===== config.mk =====
export PLATFORM = sky130hd
export DESIGN_NAME = qkv_phase_ctrl_flat
export DESIGN_NICKNAME = d
export VERILOG_FILES = /design/src/rtl/qkv_phase_ctrl_if.sv /design/src/rtl/qkv_phase_ctrl.sv /design/src/flat_wrapper.sv
export SDC_FILE = /design/constraint.sdc
export NUM_CORES = 1
export LEC_CHECK = 0
export CAP_MARGIN = 10
export CORE_AREA = 5 5 81 83
export DETAILED_ROUTE_END_ITERATION = 16
export DIE_AREA = 0 0 86 88
export DONT_BUFFER_PORTS = 1
export PLACE_DENSITY = 0.48
export SLEW_MARGIN = 20
export SYNTH_ARGS = -nofsm -noshare
export SYNTH_HDL_FRONTEND = slang
export SYNTH_SLANG_ARGS = --single-unit

===== constraint.sdc =====
create_clock -name clk -period 1.7 [get_ports clk]
set_input_delay 0.255 -clock clk [delete_from_list [all_inputs] [get_ports clk]]
set_output_delay 0.255 -clock clk [all_outputs]
set_load 0.03 [all_outputs]

===== src/rtl/qkv_phase_ctrl_if.sv =====
// qkv_phase_ctrl_if: host, engine, attention and SRAM-port bundle
// for the QKV phase controller.
interface qkv_phase_ctrl_if #(
  parameter int NCH    = 3,
  parameter int IN_AW  = 5,
  parameter int W_AW   = 10,
  parameter int OUT_AW = 7
);
  logic                  host_load;
  logic                  host_go;
  logic                  host_rd;
  logic [NCH-1:0]        host_ch_mask;
  logic [IN_AW-1:0]      host_in_addr;
  logic                  host_in_web;
  logic [W_AW-1:0]       host_w_addr;
  logic                  host_w_web;
  logic [OUT_AW-1:0]     host_out_addr;
  logic                  host_out_web;
  logic [NCH*IN_AW-1:0]  proj_in_addr;
  logic [NCH*W_AW-1:0]   proj_w_addr;
  logic [NCH*OUT_AW-1:0] proj_out_addr;
  logic [NCH-1:0]        proj_in_web;
  logic [NCH-1:0]        proj_w_web;
  logic [NCH-1:0]        proj_out_web;
  logic [NCH-1:0]        proj_finished;
  logic [NCH-1:0]        proj_en;
  logic [NCH*OUT_AW-1:0] attn_addr;
  logic                  attn_done;
  logic                  attn_start;
  logic [NCH*IN_AW-1:0]  in_mem_a;
  logic [NCH-1:0]        in_mem_web;
  logic [NCH*W_AW-1:0]   w_mem_a;
  logic [NCH-1:0]        w_mem_web;
  logic [NCH*OUT_AW-1:0] out_mem_a;
  logic [NCH-1:0]        out_mem_web;
  logic [2:0]            state;
  logic                  busy;
  logic                  done;
  logic                  err;

  modport master (
    output host_load, host_go, host_rd, host_ch_mask,
    output host_in_addr, host_in_web,
    output host_w_addr, host_w_web,
    output host_out_addr, host_out_web,
    output proj_in_addr, proj_w_addr, proj_out_addr,
    output proj_in_web, proj_w_web, proj_out_web,
    output proj_finished, attn_addr, attn_done,
    input  proj_en, attn_start,
    input  in_mem_a, in_mem_web, w_mem_a, w_mem_web,
    input  out_mem_a, out_mem_web,
    input  state, busy, done, err
  );

  modport slave (
    input  host_load, host_go, host_rd, host_ch_mask,
    input  host_in_addr, host_in_web,
    input  host_w_addr, host_w_web,
    input  host_out_addr, host_out_web,
    input  proj_in_addr, proj_w_addr, proj_out_addr,
    input  proj_in_web, proj_w_web, proj_out_web,
    input  proj_finished, attn_addr, attn_done,
    output proj_en, attn_start,
    output in_mem_a, in_mem_web, w_mem_a, w_mem_web,
    output out_mem_a, out_mem_web,
    output state, busy, done, err
  );
endinterface


===== src/rtl/qkv_phase_ctrl.sv =====
// qkv_phase_ctrl: phase FSM and SRAM port arbiter for NCH projection
// channels. Optional hung-phase watchdog: QKV_PHASE_TIMEOUT_EN.
module qkv_phase_ctrl #(
  parameter int NCH     = 3,
  parameter int IN_AW   = 5,
  parameter int W_AW    = 10,
  parameter int OUT_AW  = 7,
  parameter int TIMEOUT = 4096
) (
  input logic             clk,
  input logic             rst,
  qkv_phase_ctrl_if.slave bus
);

  localparam logic [2:0] S_IDLE = 3'd0;
  localparam logic [2:0] S_LOAD = 3'd1;
  localparam logic [2:0] S_PROJ = 3'd2;
  localparam logic [2:0] S_ATTN = 3'd3;
  localparam logic [2:0] S_DONE = 3'd4;
  localparam logic [2:0] S_RDBK = 3'd5;
  localparam logic [2:0] S_ERR  = 3'd6;

  logic [2:0]     r_state;
  logic [2:0]     w_next;
  logic [2:0]     w_st;
  logic [NCH-1:0] r_fin;
  logic [NCH-1:0] w_fin_all;
  logic           w_all_done;
  logic           r_attn_start;

  assign w_fin_all  = r_fin | bus.proj_finished;
  assign w_all_done = &w_fin_all;
  // Routing sees IDLE while rst is high so no write leaks in that cycle.
  assign w_st       = rst ? S_IDLE : r_state;

`ifdef QKV_PHASE_TIMEOUT_EN
  localparam int CW = (TIMEOUT > 1) ? $clog2(TIMEOUT) : 1;
  logic [CW-1:0] r_cnt;
  logic          r_err;
  logic          w_to;

  assign w_to = ((r_state == S_PROJ) || (r_state == S_ATTN))
             && (r_cnt == CW'(TIMEOUT - 1));

  always_ff @(posedge clk) begin
    if (rst) begin
      r_cnt <= '0;
      r_err <= 1'b0;
    end else begin
      r_err <= (w_next == S_ERR);
      if (w_next != r_state)
        r_cnt <= '0;
      else if ((r_state == S_PROJ) || (r_state == S_ATTN))
        r_cnt <= r_cnt + 1'b1;
    end
  end

  assign bus.err = r_err;
`else
  logic w_unused_timeout;
  assign w_unused_timeout = (TIMEOUT != 0);
  assign bus.err = 1'b0;
`endif

  always_comb begin
    w_next = r_state;
    unique case (r_state)
      S_IDLE: if (bus.host_load) w_next = S_LOAD;
      S_LOAD: if (bus.host_go) w_next = S_PROJ;
      S_PROJ: if (w_all_done) w_next = S_ATTN;
      S_ATTN: if (bus.attn_done) w_next = S_DONE;
      S_DONE: begin
        if (bus.host_load)    w_next = S_LOAD;
        else if (bus.host_rd) w_next = S_RDBK;
      end
      S_RDBK: if (!bus.host_rd) w_next = S_DONE;
      S_ERR:  if (bus.host_load) w_next = S_LOAD;
      default: w_next = S_IDLE;
    endcase
`ifdef QKV_PHASE_TIMEOUT_EN
    if (w_to) w_next = S_ERR;
`endif
  end

  always_ff @(posedge clk) begin
    if (rst) begin
      r_state      <= S_IDLE;
      r_fin        <= '0;
      r_attn_start <= 1'b0;
    end else begin
      r_state      <= w_next;
      r_attn_start <= (r_state == S_PROJ) && (w_next == S_ATTN);
      if ((r_state == S_LOAD) && bus.host_go)
        r_fin <= '0;
      else if (r_state == S_PROJ)
        r_fin <= w_fin_all;
    end
  end

  always_comb begin
    bus.in_mem_a    = '0;
    bus.in_mem_web  = '1;
    bus.w_mem_a     = '0;
    bus.w_mem_web   = '1;
    bus.out_mem_a   = '0;
    bus.out_mem_web = '1;
    bus.proj_en     = '0;
    for (int c = 0; c < NCH; c++) begin
      unique case (w_st)
        S_LOAD: begin
          bus.in_mem_a[c*IN_AW +: IN_AW] = bus.host_in_addr;
          bus.in_mem_web[c] =
            bus.host_in_web | ~bus.host_ch_mask[c];
          bus.w_mem_a[c*W_AW +: W_AW] = bus.host_w_addr;
          bus.w_mem_web[c] =
            bus.host_w_web | ~bus.host_ch_mask[c];
          bus.out_mem_a[c*OUT_AW +: OUT_AW] = bus.host_out_addr;
          bus.out_mem_web[c] =
            bus.host_out_web | ~bus.host_ch_mask[c];
        end
        S_PROJ: begin
          bus.in_mem_a[c*IN_AW +: IN_AW] =
            bus.proj_in_addr[c*IN_AW +: IN_AW];
          bus.in_mem_web[c] = bus.proj_in_web[c];
          bus.w_mem_a[c*W_AW +: W_AW] =
            bus.proj_w_addr[c*W_AW +: W_AW];
          bus.w_mem_web[c] = bus.proj_w_web[c];
          bus.out_mem_a[c*OUT_AW +: OUT_AW] =
            bus.proj_out_addr[c*OUT_AW +: OUT_AW];
          bus.out_mem_web[c] = bus.proj_out_web[c];
          bus.proj_en[c] = ~r_fin[c];
        end
        S_ATTN: begin
          bus.out_mem_a[c*OUT_AW +: OUT_AW] =
            bus.attn_addr[c*OUT_AW +: OUT_AW];
        end
        S_RDBK: begin
          // Only selected channels see the host readback address.
          if (bus.host_ch_mask[c])
            bus.out_mem_a[c*OUT_AW +: OUT_AW] = bus.host_out_addr;
          bus.out_mem_web[c] =
            bus.host_out_web | ~bus.host_ch_mask[c];
        end
        default: ;
      endcase
    end
  end

  assign bus.attn_start = r_attn_start;
  assign bus.state      = r_state;
  assign bus.busy       = (w_st == S_PROJ) || (w_st == S_ATTN);
  assign bus.done       = (w_st == S_DONE);

endmodule


===== src/flat_wrapper.sv =====
// flat-port wrapper written by rule: the top's interface ports become plain ports
module qkv_phase_ctrl_flat 
#(
  parameter int NCH     = 3,
  parameter int IN_AW   = 5,
  parameter int W_AW    = 10,
  parameter int OUT_AW  = 7,
  parameter int TIMEOUT = 4096
)
  (clk, rst, bus_host_load, bus_host_go, bus_host_rd, bus_host_ch_mask, bus_host_in_addr, bus_host_in_web, bus_host_w_addr, bus_host_w_web, bus_host_out_addr, bus_host_out_web, bus_proj_in_addr, bus_proj_w_addr, bus_proj_out_addr, bus_proj_in_web, bus_proj_w_web, bus_proj_out_web, bus_proj_finished, bus_attn_addr, bus_attn_done, bus_proj_en, bus_attn_start, bus_in_mem_a, bus_in_mem_web, bus_w_mem_a, bus_w_mem_web, bus_out_mem_a, bus_out_mem_web, bus_state, bus_busy, bus_done, bus_err);
  qkv_phase_ctrl_if #(.NCH(NCH), .IN_AW(IN_AW), .W_AW(W_AW), .OUT_AW(OUT_AW)) bus_i ();
  input logic clk;
  input logic rst;
  input wire logic [$bits(bus_i.host_load)-1:0] bus_host_load;
  input wire logic [$bits(bus_i.host_go)-1:0] bus_host_go;
  input wire logic [$bits(bus_i.host_rd)-1:0] bus_host_rd;
  input wire logic [$bits(bus_i.host_ch_mask)-1:0] bus_host_ch_mask;
  input wire logic [$bits(bus_i.host_in_addr)-1:0] bus_host_in_addr;
  input wire logic [$bits(bus_i.host_in_web)-1:0] bus_host_in_web;
  input wire logic [$bits(bus_i.host_w_addr)-1:0] bus_host_w_addr;
  input wire logic [$bits(bus_i.host_w_web)-1:0] bus_host_w_web;
  input wire logic [$bits(bus_i.host_out_addr)-1:0] bus_host_out_addr;
  input wire logic [$bits(bus_i.host_out_web)-1:0] bus_host_out_web;
  input wire logic [$bits(bus_i.proj_in_addr)-1:0] bus_proj_in_addr;
  input wire logic [$bits(bus_i.proj_w_addr)-1:0] bus_proj_w_addr;
  input wire logic [$bits(bus_i.proj_out_addr)-1:0] bus_proj_out_addr;
  input wire logic [$bits(bus_i.proj_in_web)-1:0] bus_proj_in_web;
  input wire logic [$bits(bus_i.proj_w_web)-1:0] bus_proj_w_web;
  input wire logic [$bits(bus_i.proj_out_web)-1:0] bus_proj_out_web;
  input wire logic [$bits(bus_i.proj_finished)-1:0] bus_proj_finished;
  input wire logic [$bits(bus_i.attn_addr)-1:0] bus_attn_addr;
  input wire logic [$bits(bus_i.attn_done)-1:0] bus_attn_done;
  output wire logic [$bits(bus_i.proj_en)-1:0] bus_proj_en;
  output wire logic [$bits(bus_i.attn_start)-1:0] bus_attn_start;
  output wire logic [$bits(bus_i.in_mem_a)-1:0] bus_in_mem_a;
  output wire logic [$bits(bus_i.in_mem_web)-1:0] bus_in_mem_web;
  output wire logic [$bits(bus_i.w_mem_a)-1:0] bus_w_mem_a;
  output wire logic [$bits(bus_i.w_mem_web)-1:0] bus_w_mem_web;
  output wire logic [$bits(bus_i.out_mem_a)-1:0] bus_out_mem_a;
  output wire logic [$bits(bus_i.out_mem_web)-1:0] bus_out_mem_web;
  output wire logic [$bits(bus_i.state)-1:0] bus_state;
  output wire logic [$bits(bus_i.busy)-1:0] bus_busy;
  output wire logic [$bits(bus_i.done)-1:0] bus_done;
  output wire logic [$bits(bus_i.err)-1:0] bus_err;
  assign bus_i.host_load = bus_host_load;
  assign bus_i.host_go = bus_host_go;
  assign bus_i.host_rd = bus_host_rd;
  assign bus_i.host_ch_mask = bus_host_ch_mask;
  assign bus_i.host_in_addr = bus_host_in_addr;
  assign bus_i.host_in_web = bus_host_in_web;
  assign bus_i.host_w_addr = bus_host_w_addr;
  assign bus_i.host_w_web = bus_host_w_web;
  assign bus_i.host_out_addr = bus_host_out_addr;
  assign bus_i.host_out_web = bus_host_out_web;
  assign bus_i.proj_in_addr = bus_proj_in_addr;
  assign bus_i.proj_w_addr = bus_proj_w_addr;
  assign bus_i.proj_out_addr = bus_proj_out_addr;
  assign bus_i.proj_in_web = bus_proj_in_web;
  assign bus_i.proj_w_web = bus_proj_w_web;
  assign bus_i.proj_out_web = bus_proj_out_web;
  assign bus_i.proj_finished = bus_proj_finished;
  assign bus_i.attn_addr = bus_attn_addr;
  assign bus_i.attn_done = bus_attn_done;
  assign bus_proj_en = bus_i.proj_en;
  assign bus_attn_start = bus_i.attn_start;
  assign bus_in_mem_a = bus_i.in_mem_a;
  assign bus_in_mem_web = bus_i.in_mem_web;
  assign bus_w_mem_a = bus_i.w_mem_a;
  assign bus_w_mem_web = bus_i.w_mem_web;
  assign bus_out_mem_a = bus_i.out_mem_a;
  assign bus_out_mem_web = bus_i.out_mem_web;
  assign bus_state = bus_i.state;
  assign bus_busy = bus_i.busy;
  assign bus_done = bus_i.done;
  assign bus_err = bus_i.err;
  qkv_phase_ctrl #(.NCH(NCH), .IN_AW(IN_AW), .W_AW(W_AW), .OUT_AW(OUT_AW), .TIMEOUT(TIMEOUT)) u_core (.clk(clk), .rst(rst), .bus(bus_i));
endmodule

==> impl_metrics.py, run 1 <==
metrics = {
    "floorplanning": {
        "initial_core_util": 0.260,
        "core-area_um2": 5780,
        "ios": 218,
        "die_h_um": 88,
        "dieArea_um2": 7570,
        "die_w_um": 86,
        "rows": 28,
    },
    "placed_design": {
        "io_buffers": 0,
        "gp_congestion": 0.728,
        "dp_cells": 339,
        "hpwl_um": 5600,
        "dpl_worst_slack_ns": -0.121,
    },
    "clock_tree": {
        "insertion_delay_ns": 0.23,
        "htreeDepth": 1,
        "holdBufCountCts": 0,
        "clock_sinks": 7,
        "clkSlewWorstSetupHoldPaths_ns": 0.04,
        "tritoncts": "done",
        "cts_max_path_buffers": 2,
        "cts-root-buf": "clkbuf_8",
        "numCtsBuffers": 3,
    },
    "sta": {
        "finalSetupViolations": 78,
        "rsz0062_at_grt": "true",
        "finalHoldViolCount": 0,
        "fin_skew_ns": 0.00402,
        "finalMaxSlewViolations": 0,
        "worst_pin_slew_ns": 0.559,
        "period_needed_ns": 1.90,
        "slew_headroom": 0.628,
        "fmax_mhz": 528,
        "layout_setup_ws_ns": -0.196,
        "fin_hold_ws_ns": 0.0869,
        "finalCritPeriodShare": 1.12,
    },
    "power_and_ir_drop": {
        "p_leak_nw": 1.10,
        "power_density_nw_per_um2": 445,
        "power_mw": 1.27,
        "ir_drop_v": 0.000384,
    },
    "drt": {
        "wirelength_um": 7030,
        "wl_per_cell_um": 20.3,
        "num_vias": 1836,
        "vias_per_cell": 5.29,
        "drcViolationCount": 0,
        "ant_nets": 0,
        "drt_iter0_drc": 68,
        "first_pass_iters": 4,
    },
    "hold_path": {
        "min_path_type": "primary input to flip-flop",
        "min_from": "rst",
    },
    "worst_setup_path": {
        "critPathLaunchType": "flip-flop",
        "worstSetupStartpoint": "u_core.bus.state[1]$_SDFF_PP0_",
        "worstPathRequired_ns": 1.44,
        "crit_type": "flip-flop to primary output",
        "r2r_start": "u_core.bus.state[2]$_SDFF_PP0_",
        "end_kind": "primary output",
        "critPathMaxFanout": 20,
        "cp.arrival_ns": 1.64,
    },
    "synth": {
        "yosysTopAreaCell": "nand2_1",
        "synth_area_um2": 1500,
        "synth_ff_type": "dfxtp_1",
        "synth_cell_types": 31,
        "synth_area_leaders": "nand2_1 (29%), mux2i_1 (14%), o2bb2ai_1 (12%)",
        "ys_seq_elements": 7,
        "ys_seq_area_frac": 0.0933,
        "async_flop_share": 0,
        "netlist.area_leader.share": 0.295,
        "syn_nets": 387,
        "synth-edff-count": 0,
        "yosysWarnings": 0,
        "synth_area_per_cell_um2": 5.92,
        "synthesis.instances": 254,
    },
    "grt": {
        "grt_pass1_wl_um": 9870,
        "grt_start_max_net_pins": 34,
        "grt_overflow_total": 0,
        "grt_use_total": 0.164,
        "grt_pass1_vias": 1910,
        "grt_antenna_before_repair": 0,
    },
    "run": {
        "maxCapViolations": 0,
    },
    "status": {
        "outcome": "finished with violations",
        "violations": "negative setup slack",
    },
    "final_layout": {
        "fillers": 534,
        "syn2layout_area_growth_pct": 89.3,
        "nNetsFinal": 406,
        "layout-drive-gt1-share": 0.522,
        "stdcell_count": 347,
        "antenna_cells": 0,
    },
}
[cell families (layout without fill, tap and decap cells)]
group | count (synthesis) | count (layout) | synth area share
AND/OR/NAND/NOR | 155 | 155 | 0.450
AO/OA/AOI/OAI | 47 | 47 | 0.218
buffers and inverters | 23 | 41 | 0.0957
multiplexers | 21 | 21 | 0.140
flip-flops | 7 | 7 | 0.0933
other | 1 | 1 | 0.00250
[state kept, by name, summed over array words and instances (netlist names)]
name                   cells
u_core.r_fin               3
u_core.bus.attn_start      1
u_core.bus.state           3
[critical path, stage by stage (launching register included)]
cell	delay, ns
dfxtp_4	0.33
or3b_4	0.44
buf_4	0.32
o2bb2ai_4	0.30
[Yosys cell counts, drive strengths merged (2+ instances only)]
| cell type | number |
|---|---|
| a21oi | 10 |
| buf | 14 |
| clkbuf | 4 |
| dfxtp | 7 |
| inv | 5 |
| mux2i | 21 |
| nand2 | 118 |
| nand2b | 4 |
| nand3 | 8 |
| nor2 | 11 |
| nor2b | 5 |
| nor3b | 4 |
| o211ai | 3 |
| o21ai | 9 |
| o22ai | 2 |
| o2bb2ai | 20 |
| or3b | 2 |
[placed cells by master, fill, tap and decap left out, types with 4 or more instances in the layout]
| master | n |
|---|---|
| nand2_1 | 55 |
| nand2_4 | 53 |
| mux2i_1 | 21 |
| o2bb2ai_4 | 20 |
| buf_4 | 15 |
| buf_6 | 11 |
| nand2_2 | 10 |
| nor2_1 | 7 |
| a21oi_1 | 7 |
| buf_12 | 6 |
| inv_1 | 4 |
| o21ai_1 | 4 |
| nand3_4 | 4 |
| o21ai_0 | 4 |
| nor2b_1 | 4 |
| dfxtp_1 | 4 |
[final timing paths]
path / endpoint / slack [ns] / cells past startpoint
worst max-delay path: bus_out_mem_a[11] / -0.20 / 3
worst min-delay path: u_core.bus.state[0]$_SDFF_PP0_ / 0.09 / 1
worst max register to register: u_core.bus.state[0]$_SDFF_PP0_ / 0.09 / 6
worst min register to register: u_core.r_fin[2]$_SDFFE_PP0P_ / 0.55 / 2
[layer usage]
layer  track usage  wire length (um)  vias up
met5             0                 0        -
met4        0.0288                22        0
met3        0.0564               718        2
met2         0.303              3780      115
met1         0.184              2510      822
li1              -                 -      897
[what timing repair did]
action                     CTS  global route
pin swaps                   13             9
resized for setup           80            15
buffers inserted             1             1
cloned                       2             0
setup endpoints to repair   79            78
[where the power goes]
part	leakage (nW)	switching (mW)	total [mW]	internal (mW)
Clock	0.0228	0.0739	0.236	0.162
Sequential	0.0587	0.0101	0.182	0.172
Combinational	1.02	0.558	0.847	0.289
Total	1.10	0.642	1.27	0.623
[layout make-up]
cell class | count | area, um2 | share of cell area
Inverter | 5 | 26.3 | 0.00924
Sequential cell | 7 | 149 | 0.0524
Timing Repair Buffer | 32 | 357 | 0.125
Multi-Input combinational cell | 224 | 2170 | 0.764
Tap cell | 75 | 93.8 | 0.0330
Clock buffer | 4 | 45.0 | 0.0158
[through the flow]
| stage | cell area, um2 | TNS (ns) | util |
|---|---|---|---|
| after floorplan | 2130 | -0.292 | - |
| after global placement | 2370 | -6.12 | 0.410 |
| after detailed placement | 2370 | -7.05 | 0.410 |
| after CTS | 2780 | -14.69 | 0.480 |
| after global routing | 2840 | -18.98 | 0.492 |
| final | 2840 | -12.82 | 0.492 |
Power figures use the tool's default switching activity.
==> run 2, diff against run 1 <==
CORE_AREA = 2 2 85 87   (was 5 5 81 83)
CTS_CLUSTER_SIZE = 8   (was default)
DIE_AREA = 0 0 87 89   (was 0 0 86 88)
PLACE_DENSITY = 0.43   (was 0.48)
==> impl_metrics.py, run 2 (synthesized netlist as in run 1, its figures left out) <==
metrics = {
    "clock_tree": {
        "htreeDepth": 1,
        "clock_sinks": 7,
        "cts-root-buf": "clkbuf_8",
        "clkSlewWorstSetupHoldPaths_ns": 0.04,
        "cts_max_path_buffers": 2,
        "numCtsBuffers": 3,
        "insertion_delay_ns": 0.23,
        "tritoncts": "done",
    },
    "sta": {
        "rsz0062_at_grt": "true",
        "fin_skew_ns": 0.00177,
        "finalHoldViolCount": 0,
        "finalMaxSlewViolations": 0,
        "period_needed_ns": 1.92,
        "layout_setup_ws_ns": -0.222,
        "fmax_mhz": 520,
        "finalSetupViolations": 79,
        "finalCritPeriodShare": 1.13,
    },
    "worst_setup_path": {
        "critPathLaunchType": "flip-flop",
        "cp_slowest_stage_delay_ns": 0.47,
        "r2r_start": "u_core.bus.state[1]$_SDFF_PP0_",
        "crit_type": "flip-flop to primary output",
        "crit_path_top_delay_cell": "or3b_4",
        "end_kind": "primary output",
        "critPathMaxFanout": 6,
        "cp.arrival_ns": 1.67,
        "worstPathBufferInverterCount": 1,
        "worstPathRequired_ns": 1.44,
        "cp_top_family": "simple AND/OR/NAND/NOR gates",
        "crit_chain": "or3b_4 -> nor2_8 -> buf_6 -> nand2_1 -> nand3_4",
        "worstSetupStartpoint": "u_core.bus.state[1]$_SDFF_PP0_",
    },
    "floorplanning": {
        "core-area_um2": 6720,
        "die_h_um": 89,
        "rows": 30,
        "die_w_um": 87,
        "initial_core_util": 0.224,
        "dieArea_um2": 7740,
        "ios": 218,
    },
    "run": {
        "maxCapViolations": 0,
    },
    "drt": {
        "ant_nets": 0,
        "vias_per_cell": 5.37,
        "top_layer": "met4",
        "first_pass_iters": 4,
        "drt-met1-wl_um": 2390,
        "dr_wl_met3_um": 568,
        "drt_iter0_drc": 60,
        "wl_per_cell_um": 19.1,
        "num_vias": 1937,
        "drcViolationCount": 0,
        "wl_met2_um": 3890,
        "wirelength_um": 6890,
    },
    "final_layout": {
        "final_cell_mix": "nand2_4 (57), nand2_1 (48), mux2i_1 (21), o2bb2ai_4 (20), buf_4 (16)",
        "antenna_cells": 0,
        "final_area_um2": 3100,
        "utilization": 0.462,
        "stdcell_count": 361,
        "layout-drive-gt1-share": 0.580,
        "nNetsFinal": 415,
        "layout.cells.most_common": "nand2_4",
        "syn2layout_area_growth_pct": 106,
    },
    "hold_path": {
        "min_path_type": "primary input to flip-flop",
        "min_from": "rst",
    },
    "placed_design": {
        "gp_congestion": 0.831,
        "hpwl_um": 5070,
        "post_dp_cell_area_um2": 2380,
        "io_buffers": 0,
        "dpl_worst_slack_ns": -0.122,
        "dp_cells": 346,
    },
    "grt": {
        "grt_start_max_net_pins": 31,
        "grt_overflow_total": 0,
        "grt_pass1_vias": 1859,
        "grt_antenna_before_repair": 0,
        "grt_pass1_wl_um": 9130,
        "grt_use_total": 0.149,
    },
    "power_and_ir_drop": {
        "power_density_nw_per_um2": 426,
        "ir_drop_v": 0.000159,
        "power_mw": 1.32,
        "p_leak_nw": 1.23,
    },
    "status": {
        "violations": "negative setup slack",
        "outcome": "finished with violations",
    },
}
-- run 2: report_power, final --
group / switching [mW] / leakage [nW] / total, mW / internal, mW
sequential: 0.00849 / 0.0587 / 0.181 / 0.172
clock: 0.0725 / 0.0228 / 0.235 / 0.162
combinational: 0.578 / 1.15 / 0.906 / 0.328
total: 0.659 / 1.23 / 1.32 / 0.662
-- run 2: what timing repair did --
item,4_1_cts,5_1_grt
hold buffers,0,0
cloned,3,1
setup buffers,3,4
endpoints found under the setup margin,80,81
resized for setup,113,21
pin swaps,19,10
-- run 2: worst paths after layout --
kind	end	slack, ns	depth (start not counted)
setup / recovery	bus_in_mem_web[2]	-0.22	5
hold / removal	u_core.bus.state[0]$_SDFF_PP0_	0.09	1
setup reg to reg	u_core.bus.state[0]$_SDFF_PP0_	0.09	6
hold reg to reg	u_core.r_fin[0]$_SDFFE_PP0P_	0.55	2
-- run 2: through the flow --
| stage | hold slack, ns | TNS [ns] |
|---|---|---|
| 3_3_place_gp | 0.321 | -5.70 |
| 2_1_floorplan | 0.405 | -0.292 |
| 3_5_place_dp | 0.320 | -6.73 |
| 6_report | 0.0880 | -14.19 |
| 4_1_cts | 0.0818 | -13.35 |
| 5_1_grt | 0.0821 | -18.45 |
-- run 2: area by class of cell --
class / count / area, um2
Clock buffer: 4 / 45.0
Inverter: 5 / 26.3
Sequential cell: 7 / 149
Multi-Input combinational cell: 225 / 2300
Tap cell: 80 / 100
Fill cell: 642 / 3620
Timing Repair Buffer: 40 / 487
-- run 2: metal layers --
layer  vias to the layer above  track usage
met2                       115        0.289
met5                         -            0
met3                         6       0.0397
met4                         0       0.0256
met1                       900        0.163
li1                        916            -
==> run 3, diff against run 2 <==
REMOVE_ABC_BUFFERS = 1   (was default)
==> impl_metrics.py, run 3 (synthesized netlist as in run 1, its figures left out) <==
metrics = {
    "status": {
        "outcome": "finished with violations",
        "violations": "negative setup slack",
    },
    "drt": {
        "ant_nets": 0,
        "num_vias": 2199,
        "vias_per_cell": 5.22,
        "wirelength_um": 8090,
        "wl_per_cell_um": 19.2,
        "drcViolationCount": 0,
        "drt_iter0_drc": 64,
        "first_pass_iters": 4,
    },
    "clock_tree": {
        "tritoncts": "done",
        "clock_sinks": 7,
        "clkSlewWorstSetupHoldPaths_ns": 0.04,
        "holdBufCountCts": 0,
        "insertion_delay_ns": 0.23,
        "numCtsBuffers": 3,
        "cts_max_path_buffers": 2,
        "htreeDepth": 1,
        "cts-root-buf": "clkbuf_8",
    },
    "sta": {
        "finalCritPeriodShare": 1.18,
        "rsz0062_at_grt": "true",
        "fin_hold_ws_ns": 0.0946,
        "finalSetupViolations": 78,
        "finalHoldViolCount": 0,
        "period_needed_ns": 2.01,
        "layout_setup_ws_ns": -0.309,
        "finalMaxSlewViolations": 0,
        "fmax_mhz": 498,
        "fin_skew_ns": 0.00475,
        "tns_ns": -12.60,
    },
    "floorplanning": {
        "rows": 30,
        "dieArea_um2": 7740,
        "ios": 218,
        "core-area_um2": 6720,
        "die_w_um": 87,
        "die_h_um": 89,
        "initial_core_util": 0.224,
    },
    "grt": {
        "grt_start_max_net_pins": 30,
        "grt_use_total": 0.170,
        "met1_usage": 0.185,
        "grt.busiest_layer": "met2",
        "grt_overflow_total": 0,
        "grt_pass1_vias": 2082,
        "grt.met2_usage": 0.344,
        "grt_antenna_before_repair": 0,
        "use_met3": 0.0332,
        "grt_pass1_wl_um": 10300,
    },
    "final_layout": {
        "nNetsFinal": 475,
        "layout.cells.most_common": "buf_4",
        "final_cell_mix": "buf_4 (47), nand2_1 (43), buf_12 (43), nand2_2 (36), nand2_4 (35)",
        "antenna_cells": 0,
        "final_area_um2": 3410,
        "layout-drive-gt1-share": 0.575,
        "syn2layout_area_growth_pct": 127,
        "stdcell_count": 421,
    },
    "worst_setup_path": {
        "r2r_setup_slack_ns": 0.10,
        "cp-endpoint": "bus_w_mem_a[0]",
        "critPathLaunchType": "flip-flop",
        "end_kind": "primary output",
        "critPathMaxFanout": 14,
        "timing.rr.end": "u_core.bus.state[0]$_SDFF_PP0_",
        "reg2reg_depth": 6,
        "crit_type": "flip-flop to primary output",
        "r2r_start": "u_core.bus.state[1]$_SDFF_PP0_",
        "cp.arrival_ns": 1.75,
        "worstSetupStartpoint": "u_core.bus.state[1]$_SDFF_PP0_",
        "worstPathRequired_ns": 1.44,
    },
    "placed_design": {
        "dpl_worst_slack_ns": -0.0688,
        "gp_congestion": 0.852,
        "post_dp_cell_area_um2": 2700,
        "hpwl_um": 6110,
        "dp_cells": 408,
        "io_buffers": 0,
    },
    "power_and_ir_drop": {
        "power_density_nw_per_um2": 427,
        "ir_drop_v": 0.000268,
        "p_leak_nw": 1.51,
    },
    "hold_path": {
        "min_from": "rst",
        "min_path_type": "primary input to flip-flop",
    },
    "run": {
        "maxCapViolations": 0,
    },
}
run 3: cell count changes in the layout (fill, tap and decap cells not counted), sizes merged:
cell,previous run,this run
buf,39,99
clkbuf,5,6
nor2,12,11
run 3: area by class of cell:
cell class,count,area (um2)
flip-flops and latches,7,143
multi-input cells,224,1720
inverters,5,18.8
clock buffers,4,45.0
repair buffers,101,1380
well taps,80,100
fillers,616,3310
run 3: stage by stage:
step | total power, mW | util
4_1_cts | 1.39 | 0.457
2_1_floorplan | 0.655 | -
3_3_place_gp | 1.07 | 0.402
3_5_place_dp | 1.08 | 0.402
6_report | 1.45 | 0.507
5_1_grt | 1.52 | 0.507
run 3: worst min path at each step:
| stage | endpoint | slack, ns | cells past startpoint |
|---|---|---|---|
| 5_1_grt | u_core.bus.state[1]$_SDFF_PP0_ | 0.09 | 1 |
| 4_1_cts | u_core.bus.state[0]$_SDFF_PP0_ | 0.09 | 1 |
| 2_1_floorplan | u_core.bus.state[1]$_SDFF_PP0_ | 0.32 | 1 |
| 3_5_place_dp | u_core.bus.state[0]$_SDFF_PP0_ | 0.32 | 1 |
| 3_3_place_gp | u_core.bus.state[0]$_SDFF_PP0_ | 0.33 | 1 |
| 6_report | u_core.bus.state[1]$_SDFF_PP0_ | 0.09 | 1 |
run 3: worst max-delay path, stage by stage (launching register included):
cell,delay [ns]
dfxtp_2,0.33
or3b_4,0.43
nor2_8,0.15
buf_12,0.13
clkbuf_16,0.15
nand2_1,0.09
nand2_2,0.12
buf_12,0.13
run 3: timing repair:
| item | 4_1_cts | 5_1_grt |
|---|---|---|
| gates resized for setup | 91 | 56 |
| pin swaps | 7 | 34 |
| buffers inserted | 3 | 3 |
| setup endpoints to repair | 78 | 79 |
| cloned | 1 | 2 |
run 3: where the power goes:
group          total [mW]  internal, mW  switching [mW]
registers           0.181         0.173         0.00778
logic                1.04         0.478           0.557
clock network       0.237         0.162          0.0743
run 3: routing by layer:
layer  up-vias  routed length, um
li1       1032                  -
met1      1020               2730
met2       141               4580
met3         6                702
met4         0                 78
met5         -                  0
